## src/rtl/enc_pkg.sv

```systemverilog
// Shared definitions for the 4-to-2 sequential priority encoder.
// Holds default request count, index width and the index type.
package enc_pkg;

  localparam int N_REQ_DEF = 4;
  localparam int IDX_W_DEF = $clog2(N_REQ_DEF);

  typedef logic [IDX_W_DEF-1:0] idx_t;

endpackage

```

## src/rtl/enc_4x2_seq_prio_pick.sv

```systemverilog
// prio_pick: combinational picker, first set bit of vec at or after base.
// Ports: vec (candidates), base (start index), idx (winner), found.
module prio_pick #(
  parameter int N = 4,
  parameter int W = $clog2(N)
) (
  input  logic [N-1:0] vec,
  input  logic [W-1:0] base,
  output logic [W-1:0] idx,
  output logic         found
);

  logic [W-1:0] pos;

  // Walk offsets from farthest to nearest so the nearest
  // candidate to base is the last one written; N is a power
  // of two, so W-bit addition wraps naturally.
  always_comb begin
    idx   = '0;
    found = 1'b0;
    pos   = '0;
    for (int o = N - 1; o >= 0; o--) begin
      pos = base + W'(o);
      if (vec[pos]) begin
        idx   = pos;
        found = 1'b1;
      end
    end
  end

endmodule

```

## src/rtl/enc_4x2_seq.sv

```systemverilog
// enc_4x2_seq: registered priority encoder, active-low requests in,
// one index per valid/ready handshake out. ENC_ROUND_ROBIN_EN selects
// a rotating search start; default build is fixed priority (index 0).
// Ports: clk, rst (sync, active-high), en (active-low capture enable),
// req_n (active-low requests), code_out, valid, ready, busy.
module enc_4x2_seq
  import enc_pkg::*;
#(
  parameter int N_REQ = N_REQ_DEF,
  localparam int IDX_W = $clog2(N_REQ)
) (
  input  logic             clk,
  input  logic             rst,
  input  logic             en,
  input  logic [N_REQ-1:0] req_n,
  output logic [IDX_W-1:0] code_out,
  output logic             valid,
  input  logic             ready,
  output logic             busy
);

  logic [N_REQ-1:0] pending;
  logic [N_REQ-1:0] pending_nx;
  logic [N_REQ-1:0] cap;
  logic [N_REQ-1:0] hold_m;
  logic [N_REQ-1:0] load_m;
  logic [IDX_W-1:0] base;
  logic [IDX_W-1:0] pick_idx;
  logic             pick_found;
  logic             load_ok;
  logic             do_load;
  logic             accept;

  assign load_ok = !valid || ready;
  assign accept  = valid && ready;
  assign do_load = load_ok && pick_found;

`ifdef ENC_ROUND_ROBIN_EN
  logic [IDX_W-1:0] ptr;

  always_ff @(posedge clk) begin
    if (rst) begin
      ptr <= '0;
    end else if (accept) begin
      ptr <= code_out + 1'b1;
    end
  end

  assign base = ptr;
`else
  assign base = '0;
`endif

  prio_pick #(
    .N (N_REQ),
    .W (IDX_W)
  ) u_pick (
    .vec   (pending),
    .base  (base),
    .idx   (pick_idx),
    .found (pick_found)
  );

  // A held line is masked so a level request only re-queues
  // after its grant has been accepted; the line being loaded
  // is masked so it is not immediately re-pended.
  always_comb begin
    hold_m = '0;
    load_m = '0;
    if (valid) begin
      hold_m[code_out] = 1'b1;
    end
    if (do_load) begin
      load_m[pick_idx] = 1'b1;
    end
    cap        = en ? '0 : ~req_n;
    pending_nx = (pending & ~load_m)
               | (cap & ~hold_m & ~load_m);
  end

  always_ff @(posedge clk) begin
    if (rst) begin
      pending  <= '0;
      valid    <= 1'b0;
      code_out <= '0;
    end else begin
      pending <= pending_nx;
      if (load_ok) begin
        valid <= pick_found;
        if (pick_found) begin
          code_out <= pick_idx;
        end
      end
    end
  end

  assign busy = (|pending) | valid;

endmodule
```

## config.mk

```make
export PLATFORM = sky130hd
export DESIGN_NAME = enc_4x2_seq
export DESIGN_NICKNAME = d
export VERILOG_FILES = /design/src/rtl/enc_pkg.sv /design/src/rtl/enc_4x2_seq_prio_pick.sv /design/src/rtl/enc_4x2_seq.sv
export SDC_FILE = /design/constraint.sdc
export NUM_CORES = 1
export LEC_CHECK = 0
export CELL_PAD_IN_SITES_DETAIL_PLACEMENT = 1
export CELL_PAD_IN_SITES_GLOBAL_PLACEMENT = 1
export CORE_UTILIZATION = 30
export CTS_CLUSTER_SIZE = 25
export DETAILED_ROUTE_END_ITERATION = 10
export PLACE_DENSITY_LB_ADDON = 0.1
export SYNTH_ARGS = -nofsm -noshare
export SYNTH_HDL_FRONTEND = slang
export SYNTH_HIERARCHICAL = 1
export SYNTH_SLANG_ARGS = --single-unit
```

## constraint.sdc

```tcl
create_clock -name clk -period 1.7 [get_ports clk]
set_clock_uncertainty 0.2 [all_clocks]
set_input_delay 0.34 -clock clk [delete_from_list [all_inputs] [get_ports clk]]
set_output_delay 0.34 -clock clk [all_outputs]
set_load 0.01 [all_outputs]
```

==> results of run 1 <==
==> state kept, by name, indices dropped and copies added, names as in the netlist <==
signal,flops
code_out,2
valid,1
pending,4
==> per-stage QoR <==
step | cells | instance area [um^2] | total power, mW | TNS (ns) | utilization [%]
3_5_place_dp | 90 | 579 | 0.377 | -0.0849 | 49.5
5_1_grt | 94 | 607 | 0.556 | -0.0173 | 51.8
6_report | 94 | 607 | 0.526 | 0 | 51.8
4_1_cts | 94 | 602 | 0.522 | 0 | 51.4
3_3_place_gp | 90 | 579 | 0.373 | 0 | 49.5
2_1_floorplan | 62 | 429 | 0.294 | 0 | -
==> final cells by class <==
cell class | count | share of cell area [%]
Timing Repair Buffer | 14 | 21.0
Inverter | 2 | 1.24
Tap cell | 14 | 2.89
Multi-Input combinational cell | 53 | 47.2
Sequential cell | 7 | 23.3
Clock buffer | 4 | 4.33
==> cell usage in the layout (no fill, tap or decap) <==
cell type / instances
sky130_fd_sc_hd__nor2_1: 9
sky130_fd_sc_hd__conb_1: 9
sky130_fd_sc_hd__a21oi_1: 7
sky130_fd_sc_hd__clkdlybuf4s50_1: 7
sky130_fd_sc_hd__dfxtp_1: 6
sky130_fd_sc_hd__nor3_1: 5
sky130_fd_sc_hd__nand2_1: 4
sky130_fd_sc_hd__dlygate4sd2_1: 4
sky130_fd_sc_hd__a211oi_1: 3
sky130_fd_sc_hd__clkbuf_4: 3
sky130_fd_sc_hd__buf_4: 3
sky130_fd_sc_hd__nand3b_1: 2
sky130_fd_sc_hd__nand3_1: 2
sky130_fd_sc_hd__inv_1: 2
sky130_fd_sc_hd__o21ai_0: 2
sky130_fd_sc_hd__nand2b_1: 2
sky130_fd_sc_hd__nor3_2: 1
sky130_fd_sc_hd__and2b_2: 1
sky130_fd_sc_hd__or2b_1: 1
sky130_fd_sc_hd__a311oi_1: 1
sky130_fd_sc_hd__or3b_1: 1
sky130_fd_sc_hd__clkbuf_1: 1
sky130_fd_sc_hd__mux2i_1: 1
sky130_fd_sc_hd__a211oi_2: 1
sky130_fd_sc_hd__nor3b_1: 1
sky130_fd_sc_hd__dfxtp_2: 1
==> final timing paths <==
kind                                                 end  depth (start not counted)
worst max-delay path                                busy                          3
worst min register to register  code_out[1]$_SDFFE_PP0P_                          2
worst max register to register     pending[0]$_SDFF_PP0_                          6
worst min-delay path            code_out[1]$_SDFFE_PP0P_                          2
==> timing repair <==
item	in CTS	in global routing
gates resized for setup	5	1
gates cloned	0	0
setup endpoints to repair	4	1
==> kinds of logic after synthesis <==
group,after synthesis
and+or+nand+nor,29
AOI/OAI and AO/OA,14
DFF,7
buffers and inverters,2
muxes,1
other,1
==> report_power, final <==
group,switching [mW],internal (mW)
clock,0.0654,0.0898
sequential,0.0210,0.183
combinational,0.0882,0.0781
total,0.175,0.351
==> metal layers <==
layer,up-vias,share of wire [%]
met4,0,2.8
met2,15,48
li1,234,-
met5,-,0
met1,220,45
met3,5,3.8
==> worst max-delay path, delay by kind of cell (launching register included) <==
kind | cells | cell delay [ns]
buffers and inverters | 1 | 0.28
DFF | 1 | 0.34
and+or+nand+nor | 2 | 0.24
==> summary by stage, run 1 <==
Outcome
The run finished with clean final reports.

Timing
The count of endpoints failing setup in the final report is 0. The number of hold violations in the final report is 0. The share of the cycle needed by the critical path after routing is 97.2%. The max-slew violation total from the final report came to 0. After layout, the minimum clock period comes to 1.65 ns. For this run, the top clock speed supported by timing is 605 MHz.

The worst hold slack after final layout is 0.347 ns. The worst path meets setup with 0.0468 ns of slack.

Final layout
The share of post-route cells with drive strength above 1 is 12.5%. Compared with the post-synthesis result, the final layout area differs by 52.0%. The register area is 141 um^2. The repair_antennas step left the layout with diodes totalling 0.

In the final layout, the multi-input gates occupy 287 um^2. After filler insertion, the fill cell instance count of the layout stands at 164. The total number of nets in the final design is 89.

Setup path
Of all nets on the critical path, the largest fanout is 5. The kind of start point of the critical path is a flop. Traced cell by cell, the critical path runs through nor3_2 > nand2_1 > dlygate4sd2_1.

Data on the critical path is required at its endpoint by 1.16 ns. The launch point of the worst reg-to-reg path is pending[2]$_SDFF_PP0_. STA classifies the critical path endpoint as an output port.

For this run, the slowest stage of the critical path takes 0.34 ns. For the worst setup path, the data arrival time is 1.11 ns. The launch point of the worst path is valid$_SDFFE_PP0P_.

For flop-to-flop paths, the worst setup slack is 0.08 ns. The worst setup path is of the flop to output port kind. Among all stages on the critical path, the largest delay is contributed by sky130_fd_sc_hd__dfxtp_2.

Synthesis
For this run, the leading register cell type out of synthesis is sky130_fd_sc_hd__dfxtp_1. Of all flip-flops after synthesis, the portion carrying an async set or reset was 0%. After technology mapping, the gate count stands at 54. The cell area after synthesis is 399 um^2. The synthesized netlist devotes 22.3% of its cell area to compound gates. For this run, the register share of the synthesized area comes to 35.1%. The share of Yosys cell area claimed by the top area cell type is 35.1%.

The number of warnings issued by yosys is 6. The cell taking the most area after synthesis is sky130_fd_sc_hd__dfxtp_1. The largest family of logic cells by synthesized area is simple AND/OR/NAND/NOR gates.

The flip-flop and latch count after synthesis is 7. In the post-synthesis netlist, the biggest area contributors are sky130_fd_sc_hd__dfxtp_1, sky130_fd_sc_hd__a21oi_1, sky130_fd_sc_hd__nor2_1, sky130_fd_sc_hd__nor3_1, sky130_fd_sc_hd__a211oi_1. The cell with the most instances after synthesis is sky130_fd_sc_hd__nor2_1. The adder-cell share of the synthesized area is 0%. The average instance area after synthesis is 7.39 um^2. The count of flip-flops with a built-in enable after synthesis is 0. The xor and xnor fraction of the mapped netlist area is 0%.

By count the netlist is led by sky130_fd_sc_hd__nor2_1, sky130_fd_sc_hd__a21oi_1, sky130_fd_sc_hd__dfxtp_1. In this run, distinct cell masters in the synthesized netlist total 19. Of the post-synthesis cell area, the part taken by muxes is 2.51%. After Yosys synthesis, and, or, nand and nor cells account for 37.3% of the synthesized area.

Global route
In the global route stage, met1 resource usage came out at 20.4%. The number of antenna violations at the first check in global routing came to 0. For this run, global-route usage on met2 was measured as 35.6%. The routing layer with the top usage in global route is met2. The number of global-route vias before repair was 497.

The first global-routing pass estimated 1950 um of wire. The met3 layer usage reported by global route is 4.07%. Global routing consumed, over all layers together, 20.0% of the routing resources. The residual overflow from global routing is 0. Entering global routing, the biggest net connects 8 pins.

Clock tree
The TritonCTS buffer count is 3. The number of hold buffers added after CTS was 0. The worst-skew pair later-pin latency is 0.26 ns. The total clock sinks is 7. The H-tree level count is 1.

The clock tree from TritonCTS is built. The clock transition at the registers of the reported paths is 0.05 ns. The number of buffers between clock root and the deepest sink is 2. The number of setup buffers added after CTS is 0. The cell chosen for the clock root is sky130_fd_sc_hd__clkbuf_4.

Routing
The final layout contains routed wiring with a total length of 1170 um. In the final routed layout, each cell accounts on average for 12.4 um. The via density per instance is 5.04. The residual antenna-violating net count after detailed routing is 0. The DRC violation total after the first TritonRoute iteration is 2.

The total via count in the routed design is 474. After detailed routing, the number of remaining DRC violations is 0. The pre-antenna-repair detailed-routing pass consisted of 2 iterations.

Floorplanning
The die is 38.5 um wide. The height of the die is 38.5 um. The die covers 1480 um^2. The floorplan core area is 1170 um^2. The starting density of the core is 34.1%. The number of top-level pins is 12. The number of rows in the core area is 12.

Worst hold path
The worst hold path class is flop to flop. The startpoint identified for the worst hold timing path is code_out[1]$_SDFFE_PP0P_.

Place
The HPWL after detailed placement is 902 um. At the end of routability-driven placement, the weighted congestion stood at 0.690. The pre-CTS setup slack is -0.0503 ns.

In this run the tool buffered the top-level ports with 11 buffer cells.

Power and ir drop
For this design the ratio of total power to cell area is 866 nW/um^2. The maximum ir drop on the vdd rail is 0.000390 V. In this run the static leakage power is 0.258 nW.

Job
Max-cap violations in this run came to 0.
Power figures use the tool's default switching activity.
==> inputs of run 2 (changes only) <==
Settings changed: CTS_CLUSTER_DIAMETER set to 80.
==> results of run 2 <==
Same layout as run 1: the final DEF is identical, and so are final timing and power.
